### config.mk
export PLATFORM = sky130hd
export DESIGN_NAME = ben8_datapath
export DESIGN_NICKNAME = d
export VERILOG_FILES = /design/src/rtl/ben8_pkg.sv /design/src/rtl/ben8_alu.sv /design/src/rtl/ben8_datapath.sv
export SDC_FILE = /design/constraint.sdc
export NUM_CORES = 1
export LEC_CHECK = 0
export ABC_AREA = 1
export CORE_MARGIN = 1
export CORE_UTILIZATION = 45
export DETAILED_ROUTE_END_ITERATION = 6
export SLEW_MARGIN = 5
export SYNTH_ARGS = -nofsm -noshare
export SYNTH_HDL_FRONTEND = slang
export SYNTH_SLANG_ARGS = --single-unit
### constraint.sdc
create_clock -name clk -period 4.9 [get_ports clk]
set_clock_uncertainty 0.15 [all_clocks]
set_input_delay 0.49 -clock clk [delete_from_list [all_inputs] [get_ports clk]]
set_output_delay 0.49 -clock clk [all_outputs]
set_load 0.02 [all_outputs]
### src/rtl/ben8_pkg.sv
// Shared types for the SAP-style 8-bit machine: widths, opcodes and control word.
package ben8_pkg;

    localparam int DATA_W = 8;
    localparam int ADDR_W = 4;

    typedef enum logic [3:0] {
        OP_LDA = 4'h1,
        OP_ADD = 4'h2,
        OP_SUB = 4'h3,
        OP_OUT = 4'hE,
        OP_HLT = 4'hF
    } opcode_t;

    typedef enum logic [2:0] {
        DRV_NONE = 3'd0,
        DRV_RAM  = 3'd1,
        DRV_IR   = 3'd2,
        DRV_A    = 3'd3,
        DRV_ALU  = 3'd4,
        DRV_PC   = 3'd5
    } bus_drv_t;

    typedef struct packed {
        logic     hlt;
        logic     mi;
        logic     ri;
        logic     ii;
        logic     ai;
        logic     bi;
        logic     oi;
        logic     sub;
        logic     ce;
        logic     j;
        bus_drv_t drv;
    } ctrl_t;

    // Multiple enables are a decoder bug; fixed priority keeps the bus deterministic.
    function automatic bus_drv_t drv_sel(input logic ro, input logic io, input logic ao,
                                         input logic sumo, input logic co);
        if (ro)   return DRV_RAM;
        if (io)   return DRV_IR;
        if (ao)   return DRV_A;
        if (sumo) return DRV_ALU;
        if (co)   return DRV_PC;
        return DRV_NONE;
    endfunction

endpackage

### src/rtl/ben8_alu.sv
// Combinational add/subtract; carry and zero exist only with BEN8_FLAGS_EN.
module ben8_alu #(
    parameter int W = 8
) (
    input  logic [W-1:0] a,
    input  logic [W-1:0] b,
    input  logic         sub,
`ifdef BEN8_FLAGS_EN
    output logic         carry,
    output logic         zero,
`endif
    output logic [W-1:0] sum
);

`ifdef BEN8_FLAGS_EN
    logic [W:0] full;

    // Two's-complement subtract: carry set means no borrow.
    assign full  = {1'b0, a} + {1'b0, (sub ? ~b : b)} + {{W{1'b0}}, sub};
    assign sum   = full[W-1:0];
    assign carry = full[W];
    assign zero  = (full[W-1:0] == '0);
`else
    assign sum = a + (sub ? (~b + W'(1)) : b);
`endif

endmodule

### src/rtl/ben8_datapath.sv
// SAP-style datapath: one control word per posedge, combinational bus, no backpressure.
// Optional BEN8_FLAGS_EN adds fi input and cf/zf flag outputs.
module ben8_datapath #(
    parameter int DATA_W = ben8_pkg::DATA_W,
    parameter int ADDR_W = ben8_pkg::ADDR_W
) (
    input  logic              clk,
    input  logic              rst,
    input  logic              hlt,
    input  logic              mi,
    input  logic              ri,
    input  logic              ii,
    input  logic              ai,
    input  logic              bi,
    input  logic              oi,
    input  logic              ro,
    input  logic              io,
    input  logic              ao,
    input  logic              sumo,
    input  logic              co,
    input  logic              sub,
    input  logic              ce,
    input  logic              j,
    input  logic              prog_mode,
    input  logic              prog_we,
    input  logic [ADDR_W-1:0] prog_addr,
    input  logic [DATA_W-1:0] prog_data,
`ifdef BEN8_FLAGS_EN
    input  logic              fi,
    output logic              cf,
    output logic              zf,
`endif
    output logic [DATA_W-1:0] insn,
    output logic [DATA_W-1:0] bus,
    output logic [DATA_W-1:0] out_val,
    output logic              out_stb
);
    import ben8_pkg::*;

    logic [DATA_W-1:0] a_q, b_q, ir_q, out_q;
    logic [ADDR_W-1:0] mar_q, pc_q;
    logic [DATA_W-1:0] mem [2**ADDR_W];
    logic [DATA_W-1:0] alu_sum;
    logic              out_stb_q;
    logic              run_wr;
    logic              prog_wr;

    assign run_wr  = !hlt && !prog_mode;
    assign prog_wr = !hlt && prog_mode && prog_we;

`ifdef BEN8_FLAGS_EN
    logic alu_carry, alu_zero;

    ben8_alu #(.W(DATA_W)) u_alu (
        .a(a_q), .b(b_q), .sub(sub), .carry(alu_carry), .zero(alu_zero), .sum(alu_sum)
    );

    always_ff @(posedge clk or negedge rst) begin
        if (!rst) begin
            cf <= 1'b0;
            zf <= 1'b0;
        end else if (fi && !hlt) begin
            cf <= alu_carry;
            zf <= alu_zero;
        end
    end
`else
    ben8_alu #(.W(DATA_W)) u_alu (
        .a(a_q), .b(b_q), .sub(sub), .sum(alu_sum)
    );
`endif

    always_comb begin
        bus = '0;
        case (drv_sel(ro, io, ao, sumo, co))
            DRV_RAM: bus = mem[mar_q];
            DRV_IR:  bus = {{(DATA_W-ADDR_W){1'b0}}, ir_q[ADDR_W-1:0]};
            DRV_A:   bus = a_q;
            DRV_ALU: bus = alu_sum;
            DRV_PC:  bus = {{(DATA_W-ADDR_W){1'b0}}, pc_q};
            default: bus = '0;
        endcase
    end

    always_ff @(posedge clk or negedge rst) begin
        if (!rst) begin
            a_q       <= '0;
            b_q       <= '0;
            ir_q      <= '0;
            out_q     <= '0;
            mar_q     <= '0;
            pc_q      <= '0;
            out_stb_q <= 1'b0;
        end else begin
            out_stb_q <= run_wr && oi;
            if (run_wr) begin
                if (mi) mar_q <= bus[ADDR_W-1:0];
                if (ii) ir_q  <= bus;
                if (ai) a_q   <= bus;
                if (bi) b_q   <= bus;
                if (oi) out_q <= bus;
                if (j)       pc_q <= bus[ADDR_W-1:0];
                else if (ce) pc_q <= pc_q + ADDR_W'(1);
            end
        end
    end

    // RAM has no reset; gating on rst drops a write that coincides with reset.
    always_ff @(posedge clk) begin
        if (rst) begin
            if (prog_wr)
                mem[prog_addr] <= prog_data;
            else if (run_wr && ri)
                mem[mar_q] <= bus;
        end
    end

    assign insn    = ir_q;
    assign out_val = out_q;
    assign out_stb = out_stb_q && !hlt;

endmodule

==> flow_summary.ini, run 1 <==
[status]
run_status = finished, final reports clean

[global_route]
largest_net_degree_at_the_start_of_global_routing = 65
antenna_found_initial = 0
grt_pass1_vias = 5510
grt_util_all_layers_pct = 22.9
grt_pass1_wl_um = 30600
globalRouteOverflowTotal = 0

[synthesis]
postSynthRegisterBits = 169
syn_area_per_cell_um2 = 9.81
synth.lib_cells_used.distinct = 37
post_synth_main_area_contributors = sky130_fd_sc_hd__edfxtp_1 49%, sky130_fd_sc_hd__nand2_1 14%, sky130_fd_sc_hd__dfrtp_1 13%
cell_area_after_synthesis_mm2 = 0.00786
synth-edff-count = 128
ys.warnings.count = 0
postSynth.asyncResetShare_pct = 24.3
syn-num-nets = 844
sequential_cell_area_fraction_in_the_yosys_report_pct = 61.9
synth_area_leader_cell = sky130_fd_sc_hd__edfxtp_1
postSynthCellCount = 802
yosysTopAreaCellShare_pct = 48.9
synthFlopType = sky130_fd_sc_hd__edfxtp_1

[floorplanning]
core_area_mm2 = 0.0168
initial_core_util_pct = 46.8
die_ht_um = 134
die_width_um = 134
placement_rows = 47
fp.dieArea_mm2 = 0.0180
ports_placed_on_the_boundary = 56

[route]
drc = 0
post_drt_wl_per_cell_um = 18.1
detailedRoute.firstPassIterationCount = 7
route.final.wire_length_um = 19700
drtAntennaViolNets = 0
detailroute.via_count = 5844
route.detailed.vias_per_inst = 5.39
dr.first_iter.drc_count = 427

[setup_path]
crit_fanout = 6
reg2reg_setup_slack_ns = 1.56
setup.worst_path.start_class = flip-flop
critPathSlowestCell = sky130_fd_sc_hd__clkdlybuf4s50_1
crit_path_cell_trace = inv_1 -> nand3_1 -> o31ai_1 -> xor2_1 -> ha_1 -> nand2_1 -> inv_1 -> a21oi_1 -> nand2_1 -> nand3_1 -> nand3_1 -> nand3_2 -> clkdlybuf4s50_1
endpoint_kind = output pin
rr_worst_depth = 15
slowest_delay_ns = 0.63
reg2reg_to = mem[8][7]
critPathRequiredTime_ns = 4.26
critical_path_class = flip-flop to output pin
r2r_start = b_q[0]
crit_arrival_ns = 3.43
timing.critical_path.mode_cell = sky130_fd_sc_hd__nand3_1

[cells_and_area]
layout-area-overhead-vs-synth_pct = 16.2
multi_input_area_mm2 = 0.00259
final_net_count = 894
num-fill-cells = 1534
mostFrequentLayoutCell = sky130_fd_sc_hd__nand2_1
postLayoutCoreUtil_pct = 54.4
drive_above_1_share_pct = 8.09
num_antenna_cells = 0
regArea_mm2 = 0.00487
layout_common_cells = 286 x sky130_fd_sc_hd__nand2_1, 128 x sky130_fd_sc_hd__edfxtp_1, 126 x sky130_fd_sc_hd__nand3_1
instances_no_fill = 1085

[placement]
gp_congestion = 0.927
place_inst = 1052
hpwlAfterDp_um = 13400
port_buffers = 55

[sta]
totalNegativeSetupSlack_ns = 0
rsz0062_at_grt = no
period_share_pct = 83.0
number_of_hold_violations_in_the_final_report = 0
worstMarginPinSlew_ns = 0.990
timing.final.max_slew_violations = 0
finalSetupViolations = 0
slew-limit-headroom_pct = 33.9
max_freq_ghz = 0.246
post-route-min-period_ns = 4.07

[clocking]
cts_sinks = 169
cts_tree = yes
ctsLongestPathBuffers = 2
worstSkewPairLatency_ns = 0.43
cts.root.buffer_cell = sky130_fd_sc_hd__clkbuf_16
cts_made_buffers = 17
path_clk_slew_ns = 0.07
ctsHtreeMaxLevel = 4
cts.repair_timing.setup_buffer_count = 0

[power]
power.density_mw_per_mm2 = 588
total_power_mw = 5.37
p_leak_nw = 3.72
irDropWorstVdd_mv = 0.348

[hold_path]
hold_start = insn[5]
worst_hold_path_endpoint = insn[5]
hold_class = flip-flop to flip-flop
worstHoldPathCells = 2

[run]
maxCapViolations = 0
==> stage by stage <==
stage	area, µm²	hold WS (ns)	worst slack [ns]
after floorplan	7860	0.0444	2.14
after global placement	8530	0.315	1.15
after detailed placement	8530	0.317	1.05
after CTS	9140	0.335	0.847
after global routing	9140	0.344	0.619
final	9140	0.336	0.832
==> flip-flops by register name, summed over array words and instances, names as in the netlist <==
signal	count
b_q	8
out_stb_q	1
mar_q	4
insn	8
mem	128
out_val	8
pc_q	4
a_q	8
==> power breakdown <==
group / total, mW / switching (mW) / internal (mW)
Clock: 1.36 / 0.627 / 0.731
Combinational: 2.16 / 1.41 / 0.745
Sequential: 1.85 / 0.138 / 1.72
==> area by class of cell <==
class,count,share of cell area [%]
clock buffers,17,4.65
clock inverters,15,1.97
inverters,49,2.01
multi-input cells,551,28.3
flip-flops and latches,169,53.3
well taps,220,3.01
repair buffers,64,6.73
==> layer usage <==
| layer | global-route usage (%) | wire (µm) | vias up |
|---|---|---|---|
| li1 | - | - | 2793 |
| met2 | 38.0 | 9710 | 209 |
| met5 | 0 | 0 | - |
| met3 | 4.57 | 1230 | 30 |
| met4 | 6.74 | 405 | 0 |
| met1 | 30.7 | 8340 | 2812 |
==> critical path, delay by kind of cell, from the launching register on <==
family	cells	cell delay [ns]
flops	1	0.40
xor+xnor	1	0.35
fa+ha+maj	1	0.36
simple gates	6	0.66
buf+inv	3	0.78
compound gates	2	0.43
==> synthesized netlist by cell type (3+ instances only) <==
master                     number
sky130_fd_sc_hd__a21oi_1        3
sky130_fd_sc_hd__buf_4          3
sky130_fd_sc_hd__o21ai_1        7
sky130_fd_sc_hd__o21ai_0       21
sky130_fd_sc_hd__inv_2          5
sky130_fd_sc_hd__edfxtp_1     128
sky130_fd_sc_hd__nand3b_1       3
sky130_fd_sc_hd__nand2_2        5
sky130_fd_sc_hd__nor2_1        46
sky130_fd_sc_hd__inv_1         42
sky130_fd_sc_hd__buf_6         10
sky130_fd_sc_hd__nand3_1      126
sky130_fd_sc_hd__ha_1          10
sky130_fd_sc_hd__nand3_2        9
sky130_fd_sc_hd__xnor2_1        6
sky130_fd_sc_hd__xor2_1         3
sky130_fd_sc_hd__buf_2         13
sky130_fd_sc_hd__dfrtp_1       41
sky130_fd_sc_hd__nand2_1      286
sky130_fd_sc_hd__clkbuf_1       6
sky130_fd_sc_hd__a31oi_1        7
==> cells by family after synthesis <==
kind of cell / after synthesis / synth area share, %
buffers and inverters: 82 / 5.22
XOR/XNOR: 9 / 1.00
AO/OA/AOI/OAI: 46 / 3.40
AND/OR/NAND/NOR: 485 / 26.6
flip-flops: 169 / 61.9
adder cells (fa/ha/maj): 11 / 1.85
==> how the worst max path moves through the flow <==
stage	start	endpoint	slack (ns)	depth (start not counted)
finish	b_q[0]	bus[7]	0.83	13
global route	b_q[0]	bus[7]	0.62	13
CTS	b_q[0]	bus[7]	0.85	13
detailed placement	sub	bus[7]	1.05	12
global placement	sub	bus[4]	1.15	10
floorplan	sub	mem[0][4]	2.14	11
==> timing repair <==
| item | CTS | global route |
|---|---|---|
| resized for setup | 0 | 0 |
| endpoints found under the hold margin | 17 | 0 |
| hold buffers | 1 | 0 |
Power figures use the tool's default switching activity.
==> run 2, diff against run 1 <==
- PLACE_DENSITY: default -> 0.66
- clock period: 4.9 -> 3.35 ns (I/O delays scaled with it)
==> run 2 against run 1 <==
Design area is 3.8% higher. Combinational power is 51% higher. Core utilization is 2.0 points higher. Wire length is 1.1% lower. Global-route usage is 0.11 points lower. First-iteration DRC count stayed put. Worst hold slack worse by 0.11 ns. Final cell count is 4.4% higher. Clock power is 43% higher. Non-clock buffer count is 48 higher. Critical path type unchanged.
==> flow_summary.ini, run 2 (synthesized netlist as in run 1, its figures left out) <==
[power]
net-switching-power_mw = 3.17
netSwitchingFraction_pct = 39.7
power.density_mw_per_mm2 = 842
total_power_mw = 7.98
power.share.clock_pct = 24.3
share_seq_of_total_power_pct = 34.7
internal_power_mw = 4.82
pwr-share-comb_pct = 41.0
p_leak_nw = 3.99
irDropWorstVdd_mv = 0.564

[run]
maxCapViolations = 0

[floorplanning]
die_width_um = 134
die_ht_um = 134
placement_rows = 47
ports_placed_on_the_boundary = 56
fp.dieArea_mm2 = 0.0180
core_area_mm2 = 0.0168
initial_core_util_pct = 46.8

[sta]
post-route-min-period_ns = 3.18
max_freq_ghz = 0.314
worstMarginPinSlew_ns = 0.696
number_of_hold_violations_in_the_final_report = 0
slew-limit-headroom_pct = 53.2
period_share_pct = 95.0
totalNegativeSetupSlack_ns = 0
finalSetupViolations = 0
timing.final.max_slew_violations = 0

[global_route]
grt_pass1_wl_um = 30800
antenna_found_initial = 0
grt_pass1_vias = 5609
grt_util_all_layers_pct = 22.8
largest_net_degree_at_the_start_of_global_routing = 35
globalRouteOverflowTotal = 0

[clocking]
ctsHtreeMaxLevel = 4
cts_tree = yes
cts_sinks = 169
worstSkewPairLatency_ns = 0.43
cts_made_buffers = 17
cts.root.buffer_cell = sky130_fd_sc_hd__clkbuf_16
path_clk_slew_ns = 0.07
ctsLongestPathBuffers = 2

[route]
route.final.wire_length_um = 19500
drc = 0
dr.first_iter.drc_count = 427
drtAntennaViolNets = 0
post_drt_wl_per_cell_um = 17.2
detailedRoute.firstPassIterationCount = 5
route.detailed.vias_per_inst = 5.23
detailroute.via_count = 5928

[setup_path]
worstSetupStartpoint = b_q[0]
setup.worst_path.start_class = flip-flop
endpoint_kind = output pin
crit_fanout = 5
crit_arrival_ns = 2.70
last_element_of_the_critical_path = bus[4]
reg2reg_setup_slack_ns = 0.39
r2r_start = b_q[2]
critPathRequiredTime_ns = 2.86
reg2reg_to = mem[5][7]
rr_worst_depth = 17
critical_path_class = flip-flop to output pin

[placement]
hpwlAfterDp_um = 13300
gp_congestion = 0.878
port_buffers = 55
place_inst = 1097

[cells_and_area]
drive_above_1_share_pct = 13.5
num_antenna_cells = 0
layout-area-overhead-vs-synth_pct = 20.6
mostFrequentLayoutCell = sky130_fd_sc_hd__nand2_1
postLayoutCoreUtil_pct = 56.4
largest_reg_flops = 128
final_net_count = 942
instances_no_fill = 1133
layout_common_cells = 286 x sky130_fd_sc_hd__nand2_1, 128 x sky130_fd_sc_hd__edfxtp_1, 126 x sky130_fd_sc_hd__nand3_1
largest-register = mem

[status]
run_status = finished, final reports clean

[hold_path]
hold_class = input pin to async pin
-- run 2: cell count changes in the layout (fill, tap and decap cells not counted), moves of 2 or more --
| cell | before | now |
|---|---|---|
| sky130_fd_sc_hd__clkdlybuf4s50_1 | 54 | 46 |
| sky130_fd_sc_hd__buf_6 | 0 | 2 |
| sky130_fd_sc_hd__nor2_1 | 46 | 44 |
| sky130_fd_sc_hd__buf_4 | 8 | 54 |
| sky130_fd_sc_hd__dlymetal6s2s_1 | 0 | 2 |
| sky130_fd_sc_hd__inv_8 | 5 | 2 |
| sky130_fd_sc_hd__inv_6 | 2 | 5 |
| sky130_fd_sc_hd__clkbuf_2 | 0 | 4 |
-- run 2: how the worst min path moves through the flow --
stage | start | end | slack (ns)
2_1_floorplan | rst | a_q[0] | -0.11
3_3_place_gp | rst | out_val[4] | 0.08
3_5_place_dp | rst | out_val[4] | 0.08
4_1_cts | rst | out_val[6] | 0.20
5_1_grt | rst | out_val[6] | 0.21
6_report | rst | out_val[6] | 0.22
-- run 2: layer usage --
| layer | global-route usage [%] | wire length, µm |
|---|---|---|
| met5 | 0 | 0 |
| met4 | 6.68 | 286 |
| met3 | 4.61 | 1100 |
| met2 | 36.0 | 9140 |
| met1 | 32.0 | 8920 |
-- run 2: critical path, stage by stage, from the launching register on --
cell	delay, ns
sky130_fd_sc_hd__dfrtp_1	0.39
sky130_fd_sc_hd__inv_1	0.10
sky130_fd_sc_hd__ha_1	0.17
sky130_fd_sc_hd__inv_1	0.06
sky130_fd_sc_hd__nor2_4	0.11
sky130_fd_sc_hd__nand2_1	0.06
sky130_fd_sc_hd__nand2_1	0.07
sky130_fd_sc_hd__xnor2_1	0.08
sky130_fd_sc_hd__ha_1	0.36
sky130_fd_sc_hd__buf_4	0.16
sky130_fd_sc_hd__o21a_1	0.09
sky130_fd_sc_hd__nor3_1	0.15
sky130_fd_sc_hd__nand3b_2	0.16
sky130_fd_sc_hd__clkdlybuf4s15_1	0.31
-- run 2: metrics by stage --
step / hold WS (ns) / setup WS (ns) / instance area [µm²]
3_5_place_dp: 0.0839 / 0.0242 / 8860
4_1_cts: 0.204 / 0.0148 / 9450
3_3_place_gp: 0.0792 / 0.0233 / 8860
2_1_floorplan: -0.111 / 0.673 / 7860
6_report: 0.223 / 0.166 / 9480
5_1_grt: 0.209 / -0.0309 / 9480
-- run 2: power groups by stage --
stage | clock network, mW | logic (mW) | registers (mW)
2_1_floorplan | 0 | 2.07 | 2.80
3_3_place_gp | 0 | 3.17 | 2.80
3_5_place_dp | 0 | 3.20 | 2.80
4_1_cts | 1.96 | 3.19 | 2.76
5_1_grt | 2.05 | 3.63 | 2.80
6_report | 1.94 | 3.27 | 2.77
-- run 2: what timing repair did --
action                     in CTS  in global routing
gates resized for setup         6                 18
hold endpoints to repair        8                  0
hold buffers                    1                  0
buffers inserted                0                  3
setup endpoints to repair       6                  7
pin swaps                       0                  3
-- run 2: final cells by class --
cell class | instances | area, µm²
Fill cell | 1489 | 7330
Sequential cell | 169 | 4870
Multi-Input combinational cell | 551 | 2600
Timing Repair Buffer | 112 | 967
Clock buffer | 18 | 429
Tap cell | 220 | 275
Inverter | 49 | 184
Clock inverter | 14 | 158
==> run 3, diff against run 2 <==
- CTS_CLUSTER_SIZE: default -> 24
- SYNTH_HIERARCHICAL: default -> 1
==> run 3 against run 2 <==
Synthesized area fell by 0.25%. Critical endpoint unchanged. Power is 8.4% lower. Sequential share of layout area shrank 0.13 points. Count of clock-buffer cells in the layout is the same. Register-to-register slack improved by 0.03 ns. Via count grew 1.9%. Highest routed layer unchanged.
==> flow_summary.ini, run 3 <==
[synthesis]
postSynthCellCount = 804
syn-num-nets = 846
top_cells_by_count_synth = 278 x sky130_fd_sc_hd__nand2_1, 131 x sky130_fd_sc_hd__nand3_1, 128 x sky130_fd_sc_hd__edfxtp_1, 51 x sky130_fd_sc_hd__nor2_1, 42 x sky130_fd_sc_hd__inv_1
postSynth.asyncResetShare_pct = 24.3
synthFlopType = sky130_fd_sc_hd__edfxtp_1
post_synth_main_area_contributors = sky130_fd_sc_hd__edfxtp_1 49%, sky130_fd_sc_hd__nand2_1 13%, sky130_fd_sc_hd__dfrtp_1 13%
sequential_cell_area_fraction_in_the_yosys_report_pct = 62.1
postSynthRegisterBits = 169
synth_area_leader_cell = sky130_fd_sc_hd__edfxtp_1
ys.warnings.count = 6
synth.lib_cells_used.distinct = 35
cell_area_after_synthesis_mm2 = 0.00784
synthMostInstantiatedCell = sky130_fd_sc_hd__nand2_1
synth-edff-count = 128
yosysTopAreaCellShare_pct = 49.0
syn_area_per_cell_um2 = 9.76

[hold_path]
hold_class = input pin to async pin

[setup_path]
critical_path_class = flip-flop to output pin
crit_arrival_ns = 2.69
endpoint_kind = output pin
critPathRequiredTime_ns = 2.86
crit_fanout = 3
setup.worst_path.start_class = flip-flop
r2r_start = b_q[0]
reg2reg_setup_slack_ns = 0.42
reg2reg_to = mem[11][5]
rr_worst_depth = 18

[global_route]
grt_util_met3_pct = 4.12
largest_net_degree_at_the_start_of_global_routing = 43
grt_pass1_vias = 5870
antenna_found_initial = 0
grt_util_all_layers_pct = 23.2
global_route.usage.met1_pct = 31.1
grt_pass1_wl_um = 31000
globalRouteOverflowTotal = 0
busiest_layer = met2
grt_use_met2_pct = 37.8

[sta]
timing.final.max_slew_violations = 0
post-route-min-period_ns = 3.18
slew-limit-headroom_pct = 33.7
rsz0062_at_grt = yes
period_share_pct = 94.8
post-route-worst-setup-slack_ns = 0.174
worstMarginPinSlew_ns = 0.992
number_of_hold_violations_in_the_final_report = 0
max_freq_ghz = 0.315
finalSetupViolations = 0

[power]
power.density_mw_per_mm2 = 769
share_seq_of_total_power_pct = 36.3
net-switching-power_mw = 2.72
power.share.clock_pct = 26.1
total_power_mw = 7.31
internal_power_mw = 4.59
irDropWorstVdd_mv = 0.409
p_leak_nw = 3.98
netSwitchingFraction_pct = 37.2
pwr-share-comb_pct = 37.7

[floorplanning]
fp.dieArea_mm2 = 0.0180
ports_placed_on_the_boundary = 56
core_area_mm2 = 0.0168
die_width_um = 134
placement_rows = 47
die_ht_um = 134
initial_core_util_pct = 46.6

[cells_and_area]
largest-register = mem
layout-area-overhead-vs-synth_pct = 21.2
instances_no_fill = 1137
mostFrequentLayoutCell = sky130_fd_sc_hd__nand2_1
largest_reg_flops = 128
final_net_count = 946
num_antenna_cells = 0
layout_common_cells = 278 x sky130_fd_sc_hd__nand2_1, 131 x sky130_fd_sc_hd__nand3_1, 128 x sky130_fd_sc_hd__edfxtp_1
drive_above_1_share_pct = 13.0

[clocking]
path_clk_slew_ns = 0.06
cts.root.buffer_cell = sky130_fd_sc_hd__clkbuf_16
worstSkewPairLatency_ns = 0.43
ctsLongestPathBuffers = 2
ctsHtreeMaxLevel = 4
cts_made_buffers = 17
cts_sinks = 169
cts_tree = yes

[placement]
place_inst = 1104
post-place-ws_ns = -0.114
hpwlAfterDp_um = 13700
gp_congestion = 0.906
port_buffers = 55

[route]
drc = 0
route.detailed.vias_per_inst = 5.31
route.final.wire_length_um = 19600
detailedRoute.firstPassIterationCount = 5
post_drt_wl_per_cell_um = 17.2
drtAntennaViolNets = 0
dr.first_iter.drc_count = 477
detailroute.via_count = 6039

[status]
run_status = finished, final reports clean

[run]
maxCapViolations = 0
[run 3: how the worst max path moves through the flow]
stage | from | to | slack (ns) | depth (start not counted)
3_5_place_dp | sub | bus[6] | -0.11 | 12
2_1_floorplan | b_q[0] | mem[0][3] | 0.55 | 13
3_3_place_gp | sub | bus[7] | -0.04 | 15
4_1_cts | b_q[0] | bus[7] | 0.05 | 16
6_report | b_q[0] | bus[4] | 0.17 | 13
5_1_grt | b_q[0] | bus[7] | -0.04 | 16
[run 3: timing repair]
| action | 4_1_cts | 5_1_grt |
|---|---|---|
| gates resized for setup | 7 | 11 |
| setup endpoints to repair | 7 | 6 |
| setup buffers | 0 | 0 |
| hold buffers | 1 | 0 |
| endpoints found under the hold margin | 14 | 0 |
[run 3: cells by family after synthesis]
logic type | count (synthesis) | share of synthesized area, %
simple gates | 485 | 26.8
flops | 169 | 62.1
buf+inv | 79 | 4.48
compound gates | 49 | 3.61
xor+xnor | 11 | 1.23
fa+ha+maj | 11 | 1.85
[run 3: critical path: stages (launching register included)]
cell                              delay, ns
sky130_fd_sc_hd__dfrtp_1               0.40
sky130_fd_sc_hd__inv_1                 0.08
sky130_fd_sc_hd__ha_1                  0.23
sky130_fd_sc_hd__inv_1                 0.10
sky130_fd_sc_hd__nand2_1               0.07
sky130_fd_sc_hd__xor2_1                0.15
sky130_fd_sc_hd__ha_1                  0.31
sky130_fd_sc_hd__buf_4                 0.13
sky130_fd_sc_hd__nand3_1               0.07
sky130_fd_sc_hd__nand2_1               0.08
sky130_fd_sc_hd__xor2_1                0.15
sky130_fd_sc_hd__nand2_1               0.07
sky130_fd_sc_hd__nand3_1               0.13
sky130_fd_sc_hd__clkdlybuf4s15_1       0.31
[run 3: cell type report]
class / instances / area (µm²)
Timing Repair Buffer: 112 / 975
Multi-Input combinational cell: 556 / 2620
Inverter: 48 / 183
Fill cell: 1485 / 7320
Tap cell: 220 / 275
Sequential cell: 169 / 4870
Clock buffer: 18 / 429
Clock inverter: 14 / 148
[run 3: metal layers]
metal | share of wire, % | vias to the layer above | wire (µm)
met2 | 48 | 181 | 9440
li1 | - | 2911 | -
met5 | 0 | - | 0
met4 | 2.4 | 0 | 465
met3 | 5.1 | 31 | 1000
met1 | 44 | 2916 | 8690
[run 3: power by group through the flow]
stage / clock network [mW] / registers (mW) / logic [mW]
after floorplan: 0 / 2.73 / 1.66
after global placement: 0 / 2.69 / 2.76
after detailed placement: 0 / 2.69 / 2.77
after CTS: 1.93 / 2.65 / 2.75
after global routing: 2.00 / 2.67 / 3.03
final: 1.91 / 2.65 / 2.75
[run 3: through the flow]
stage | instance area, µm² | TNS, ns | utilization (%) | hold slack (ns)
floorplan | 7840 | 0 | - | -0.111
global placement | 8940 | -0.0813 | 53.2 | 0.158
detailed placement | 8940 | -0.312 | 53.2 | 0.160
CTS | 9520 | 0 | 56.6 | 0.239
global route | 9500 | -0.0431 | 56.5 | 0.275
finish | 9500 | 0 | 56.5 | 0.264
